==> src/rtl/mvb_rr_arbiter_pkg.sv <==
// mvb_rr_arbiter_pkg
// Width derivations and reset constants shared by the MVB round-robin
// arbiter and its grant-search sub-module.
package mvb_rr_arbiter_pkg;

    // Ceiling log2; log2(1) = 0.
    function automatic int log2(input int n);
        int r;
        r = 0;
        while ((1 << r) < n) begin
            r = r + 1;
        end
        return r;
    endfunction

    // Width of an input index (TX_SEL, LAST); never narrower than one bit.
    function automatic int sel_width(input int inputs);
        return (inputs > 1) ? log2(inputs) : 1;
    endfunction

    // Width of the burst counter, which must hold 0..burst.
    function automatic int cnt_width(input int burst);
        return (burst > 0) ? log2(burst + 1) : 1;
    endfunction

    // LAST resets to the highest index so the first search starts at input 0.
    function automatic int last_reset(input int inputs);
        return inputs - 1;
    endfunction

endpackage

==> src/rtl/mvb_rr_arbiter_grant.sv <==
// rr_grant_select
// Combinational cyclic priority search: the first set bit of req found by
// scanning start, start+1, ... wrapping modulo INPUTS.
//   req        in   INPUTS  request vector
//   start      in   SEL_W   index examined first
//   gnt_onehot out  INPUTS  one-hot grant (all zero when no request)
//   gnt_idx    out  SEL_W   index of the granted input
//   any_gnt    out  1       at least one request present
module rr_grant_select #(
    parameter int INPUTS = 4,
    parameter int SEL_W  = 2
) (
    input  logic [INPUTS-1:0] req,
    input  logic [SEL_W-1:0]  start,
    output logic [INPUTS-1:0] gnt_onehot,
    output logic [SEL_W-1:0]  gnt_idx,
    output logic              any_gnt
);

    int idx;

    always_comb begin
        gnt_onehot = '0;
        gnt_idx    = '0;
        any_gnt    = 1'b0;
        idx        = 0;
        for (int k = 0; k < INPUTS; k++) begin
            // Explicit wrap keeps non-power-of-two INPUTS correct.
            idx = int'(start) + k;
            if (idx >= INPUTS) begin
                idx = idx - INPUTS;
            end
            if (!any_gnt && req[idx]) begin
                any_gnt         = 1'b1;
                gnt_onehot[idx] = 1'b1;
                gnt_idx         = SEL_W'(idx);
            end
        end
    end

endmodule

==> src/rtl/mvb_rr_arbiter.sv <==
// mvb_rr_arbiter
// Merges INPUTS MVB streams into one registered MVB stream using whole-word
// round-robin arbitration with a burst limit and a per-input enable mask.
//   CLK, RESET   clock, synchronous active-high reset
//   CFG_EN       per-input enable (0 = never granted)
//   RX_DATA      INPUTS words, input i in slice i
//   RX_VLD       item valids per input/region
//   RX_SRC_RDY   word present per input
//   RX_DST_RDY   word accepted per input (only the granted input)
//   TX_DATA      registered output word
//   TX_VLD       registered output item valids
//   TX_SRC_RDY   output word present
//   TX_DST_RDY   downstream ready
//   TX_SEL       source input of the current output word
module mvb_rr_arbiter
    import mvb_rr_arbiter_pkg::*;
#(
    parameter int    INPUTS     = 4,
    parameter int    REGIONS    = 4,
    parameter int    ITEM_WIDTH = 32,
    parameter int    BURST      = 1,
    parameter string DEVICE     = "ULTRASCALE"
) (
    input  logic                                   CLK,
    input  logic                                   RESET,
    input  logic [INPUTS-1:0]                      CFG_EN,
    input  logic [INPUTS*REGIONS*ITEM_WIDTH-1:0]   RX_DATA,
    input  logic [INPUTS*REGIONS-1:0]              RX_VLD,
    input  logic [INPUTS-1:0]                      RX_SRC_RDY,
    output logic [INPUTS-1:0]                      RX_DST_RDY,
    output logic [REGIONS*ITEM_WIDTH-1:0]          TX_DATA,
    output logic [REGIONS-1:0]                     TX_VLD,
    output logic                                   TX_SRC_RDY,
    input  logic                                   TX_DST_RDY,
    output logic [sel_width(INPUTS)-1:0]           TX_SEL
);

    localparam int SEL_W  = sel_width(INPUTS);
    localparam int CNT_W  = cnt_width(BURST);
    localparam int WORD_W = REGIONS * ITEM_WIDTH;

    localparam logic [SEL_W-1:0] LAST_RST = SEL_W'(last_reset(INPUTS));
    localparam logic [SEL_W-1:0] LAST_MAX = SEL_W'(INPUTS - 1);
    localparam logic [CNT_W-1:0] BURST_C  = CNT_W'(BURST);

    // DEVICE only selects vendor flavour elsewhere; it has no effect here.
    if (DEVICE == "") begin : g_no_device
    end

    logic [SEL_W-1:0]  last_sel;
    logic [CNT_W-1:0]  cnt;

    logic [INPUTS-1:0] req;
    logic              keep_last;
    logic [SEL_W-1:0]  next_sel;
    logic [SEL_W-1:0]  start_sel;
    logic [INPUTS-1:0] gnt_onehot;
    logic [SEL_W-1:0]  gnt_idx;
    logic              any_gnt;
    logic              can_load;
    logic              rx_xfer;

    logic [WORD_W-1:0]  sel_data;
    logic [REGIONS-1:0] sel_vld;

    logic [WORD_W-1:0]  tx_data_p1;
    logic [REGIONS-1:0] tx_vld_p1;
    logic [SEL_W-1:0]   tx_sel_p1;
    logic               vld_p1;

    assign req       = RX_SRC_RDY & CFG_EN;
    // Stay on LAST while its burst is unfinished and it still requests;
    // otherwise search from the input after LAST.
    assign keep_last = (cnt < BURST_C) && req[last_sel];
    assign next_sel  = (last_sel == LAST_MAX) ? '0 : last_sel + 1'b1;
    assign start_sel = keep_last ? last_sel : next_sel;

    rr_grant_select #(
        .INPUTS (INPUTS),
        .SEL_W  (SEL_W)
    ) u_grant (
        .req        (req),
        .start      (start_sel),
        .gnt_onehot (gnt_onehot),
        .gnt_idx    (gnt_idx),
        .any_gnt    (any_gnt)
    );

    assign can_load   = !vld_p1 || TX_DST_RDY;
    assign rx_xfer    = any_gnt && can_load && !RESET;
    assign RX_DST_RDY = rx_xfer ? gnt_onehot : '0;

    always_comb begin
        sel_data = '0;
        sel_vld  = '0;
        for (int i = 0; i < INPUTS; i++) begin
            if (gnt_onehot[i]) begin
                sel_data = RX_DATA[i*WORD_W +: WORD_W];
                sel_vld  = RX_VLD[i*REGIONS +: REGIONS];
            end
        end
    end

    // ---- stage p1: output register and arbitration state ----
    always_ff @(posedge CLK) begin
        if (RESET) begin
            vld_p1     <= 1'b0;
            tx_vld_p1  <= '0;
            tx_data_p1 <= '0;
            tx_sel_p1  <= '0;
            last_sel   <= LAST_RST;
            cnt        <= BURST_C;
        end else begin
            if (rx_xfer) begin
                if (gnt_idx == last_sel) begin
                    if (cnt < BURST_C) begin
                        cnt <= cnt + 1'b1;
                    end
                end else begin
                    last_sel <= gnt_idx;
                    cnt      <= CNT_W'(1);
                end
                // An all-invalid word is consumed and dropped but still
                // counts as a grant above.
                if (|sel_vld) begin
                    tx_data_p1 <= sel_data;
                    tx_vld_p1  <= sel_vld;
                    tx_sel_p1  <= gnt_idx;
                    vld_p1     <= 1'b1;
                end else begin
                    vld_p1     <= 1'b0;
                end
            end else if (can_load) begin
                vld_p1 <= 1'b0;
            end
        end
    end

    assign TX_DATA    = tx_data_p1;
    assign TX_VLD     = tx_vld_p1;
    assign TX_SEL     = tx_sel_p1;
    assign TX_SRC_RDY = vld_p1;

endmodule
==> config.mk <==
export PLATFORM = sky130hd
export DESIGN_NAME = mvb_rr_arbiter
export DESIGN_NICKNAME = d
export VERILOG_FILES = /design/src/rtl/mvb_rr_arbiter_pkg.sv /design/src/rtl/mvb_rr_arbiter_grant.sv /design/src/rtl/mvb_rr_arbiter.sv
export SDC_FILE = /design/constraint.sdc
export NUM_CORES = 1
export LEC_CHECK = 0
export CAP_MARGIN = 5
export CORE_AREA = 4 4 259 261
export CTS_BUF_LIST = sky130_fd_sc_hd__clkbuf_8 sky130_fd_sc_hd__clkbuf_16
export DETAILED_ROUTE_END_ITERATION = 8
export DIE_AREA = 0 0 263 265
export HOLD_SLACK_MARGIN = 0.03
export PLACE_DENSITY = 0.44
export SLEW_MARGIN = 20
export SYNTH_ARGS = -nofsm -noshare
export SYNTH_HDL_FRONTEND = slang
export SYNTH_SLANG_ARGS = --single-unit
==> constraint.sdc <==
create_clock -name CLK -period 5.8 [get_ports CLK]
set_clock_uncertainty 0.2 [all_clocks]
set_input_delay 1.16 -clock CLK [delete_from_list [all_inputs] [get_ports CLK]]
set_output_delay 1.16 -clock CLK [all_outputs]
set_load 0.02 [all_outputs]
==> summary.md <==
| Metric | Value |
|---|---|
| Status | complete, no violations |
| Achievable Freq | 175.3 MHz |
| Adder-cell area share of the yosys netlist | about 1.2% |
| Drt pass-1 iters | 5 |
| Worst-Margin Slew | 795.9 ps |
| Fin nets | around 2400 |
| Final ANT Viol Nets | 0 |
| Total CTS buffers | 17 |
| Post-Syn Area per Cell | roughly 8 µm² |
| ANT cells | 0 |
| Mapped Nets | about 1700 |
| Vias post-DR | roughly 12000 |
| Syn-to-layout area delta | 92.28% |
| Mux contribution to synthesized area | 14.79% |
| Top-area cell type share of the netlist area | around 29% |
| Max_cap viols | 0 |
| WL final | ~55000 µm |
| P_sw | 6.929 mW |
| Worst EP required | roughly 4400 ps |
| Fin crit period | between 5000 and 6000 ps |
| Pin count of the biggest net entering global routing | 147 |
| Die Span Y | around 270 µm |
| CP endpoint kind | output pin |
| Avg WL per Cell | roughly 20 µm |
| Leakage | between 7 and 8 nW |
| Commonest non-fill, non-tap cell in the layout | clkdlybuf4s50_1 |
| Max transition margin | a little under half |
| Tot GR Track Use | ~15% |
| Yosys cell types | 67 |
| Yosys warning total | 0 |
| Cell taking the most area after synthesis | dfxtp_1 |
| Min-Delay Path Class | flip-flop to flip-flop |
| Rows | 93 |
| Layout cells sized above 1 | under 10% |
| Final-report hold violation count | 0 |
| Die area | ~70000 µm² |
| Worst-path clk slew | roughly 60 ps |
| H-tree depth | 4 |
| WS Path Type | input port to output pin |
| CTS Sinks | 138 |
| Synthesis-stage register bit count | 138 |
| Gpl congestion | between 0.9 and 1 |
| Max Buffers Root-to-Sink | 2 |
| Starting Density | 14.79% |
| Clk_lat worst skew | around 470 ps |
| Dpl ws | -294.8 ps |
| Vias in the first global route | 12207 |
| Drt drc | 0 |
| Ys flop type | dfxtp_1 |
| Clock network fraction of design power | 8.0% |
| Core Region | 64460 µm² |
| FFs w/ async S/R, synth | 0% |
| Power Total | between 10 and 15 mW |
| Synth Cell Area | 9533 µm² |
| Number of synthesized flops with an enable pin | 0 |
| # setup viols final | 0 |
| Reg power frac | 10.1% |
| P_int | between 7 and 8 mW |
| XOR/XNOR Fraction of Synth Area | 0% |
| Critical Path AT | about 4300 ps |
| Post-synthesis sequential area ratio | around 29% |
| CTS tree | yes |
| Startpoint Class | input port |
| CP Max Fanout | 9 |
| Post-synthesis simple-gate area fraction | 19.32% |
| IO Count | between 600 and 700 |
| Synth Area in Compound Gates | between 20% and 30% |
| IO buf count | between 600 and 700 |
| Largest family of logic cells by synthesized area | compound AO/OA/AOI/OAI gates |
| Root Buffer | clkbuf_16 |
| Hold Slack | 255.5 ps |
| Peak VDD IR | just over 1 mV |
| # hold bufs at CTS | 0 |
| Switching Fraction | approximately 50% |
| DP HPWL | roughly 44000 µm |
| Syn Inst Count | roughly 1200 |
| Gr ovfl total | 0 |
| Crit share post-route | just under 100% |
| Synth top area cells | dfxtp_1 29%, mux2i_1 14%, a221o_1 13% |
| Antenna violations before repair | 4 |
| Chip width | between 200 and 300 µm |
| Fill cells | 6882 |
| Slew Viols, Final | 0 |
| Drt initial violations | between 500 and 600 |
| Commonest cells after routing, fill and taps aside | 673 x clkdlybuf4s50_1, 268 x nor2_1, 144 x nand2_1 |
| Drt via density | 4.369 |
| Setup_tns | 0 ps |
| Logic pwr share | 81.9% |
| Worst setup margin | between 90 and 100 ps |
| Power density cells | 770.2 nW/µm² |
| First-pass GRT wire length | between 70000 and 80000 µm |
kinds of logic after synthesis:
kind of cell	Yosys count
AO/OA/AOI/OAI	320
adder cells (fa/ha/maj)	9
flip-flops	138
multiplexers	138
AND/OR/NAND/NOR	458
buffers and inverters	132
critical path, stage by stage:
cell	delay, ps
clkdlybuf4s50_1	480
nand2_1	80
o21a_1	190
o22a_2	230
ha_1	330
inv_2	80
mux2_2	330
a32o_1	230
or2_4	270
buf_4	180
nor2_1	220
a311oi_4	90
o22ai_2	160
and2_1	150
buf_4	160
power by group through the flow:
| stage | clock, mW | combinational, mW | sequential [mW] |
|---|---|---|---|
| final | 1.13 | 11.6 | 1.43 |
| after global routing | 1.22 | 12.6 | 1.46 |
| after CTS | 1.19 | 11.7 | 1.43 |
| after detailed placement | 0 | 11.6 | 1.45 |
| after global placement | 0 | 11.6 | 1.44 |
| after floorplan | 0 | 7.15 | 1.72 |
cells in the mapped netlist (2+ instances only):
cell      number
nor3_1         8
nand3_1        7
buf_4         11
a22oi_1      129
buf_2          2
a31oi_1        2
nand2_1      145
nor2_1       269
nand2b_1       3
and3_1         2
o211ai_1       3
o21ai_1        3
mux4_2         2
and2_1        10
inv_1         11
o21ai_0        6
mux2_2         2
or2_1          3
a211oi_1       4
ha_1           9
inv_2          2
a221oi_1       3
a221o_1      128
a21boi_1       2
o22ai_1        2
nand3b_1       2
a21oi_1        9
clkbuf_1      94
buf_1          5
nor2b_1        2
a32o_1         3
a21oi_2        2
dfxtp_1      138
nand4_1        2
mux2i_1      133
buf_12         5
a31o_2         2
final timing paths:
path	start	end	slack (ps)	cells past startpoint
min reg2reg	TX_DATA[71]	TX_DATA[71]	260	2
min	TX_DATA[71]	TX_DATA[71]	260	2
max	CFG_EN[2]	RX_DST_RDY[0]	100	15
max reg2reg	last_sel[0]	TX_DATA[62]	520	21
metal layers:
metal  vias to the layer above  routed length (µm)  GRT usage, %
li1                       5768                   -             -
met1                      5617               21630         16.48
met2                       504               28550         27.64
met3                        40                3993         4.752
met4                         6                 838         3.674
met5                         -                  37             0
per-stage QoR:
| stage | utilization, % | cells | instance area [µm²] |
|---|---|---|---|
| after global routing | 28.43 | 2732 | 18330 |
| after global placement | 27.44 | 2699 | 17690 |
| after detailed placement | 27.44 | 2699 | 17690 |
| after CTS | 28.37 | 2731 | 18290 |
| after floorplan | - | 1195 | 9543 |
| final | 28.43 | 2732 | 18330 |
cell type report:
cell class	instances	area, µm²	share of cell area (%)
Clock buffer	17	425.4	2.321
Timing Repair Buffer	769	7615	41.54
Sequential cell	138	2763	15.07
Inverter	13	51.30	0.2799
Multi-Input combinational cell	925	6245	34.07
Clock inverter	15	161.4	0.8805
Tap cell	855	1070	5.836
sequential cells by signal, summed over array words and instances (netlist names):
signal      count
TX_VLD          4
TX_SEL          2
TX_SRC_RDY      1
last_sel        2
TX_DATA       128
cnt             1
timing repair:
| item | in CTS | in global routing |
|---|---|---|
| pin swaps | 0 | 3 |
| setup buffers | 0 | 1 |
| gates resized for setup | 5 | 15 |
| endpoints found under the setup margin | 3 | 4 |
No activity file was read; power rests on OpenSTA's default activity.
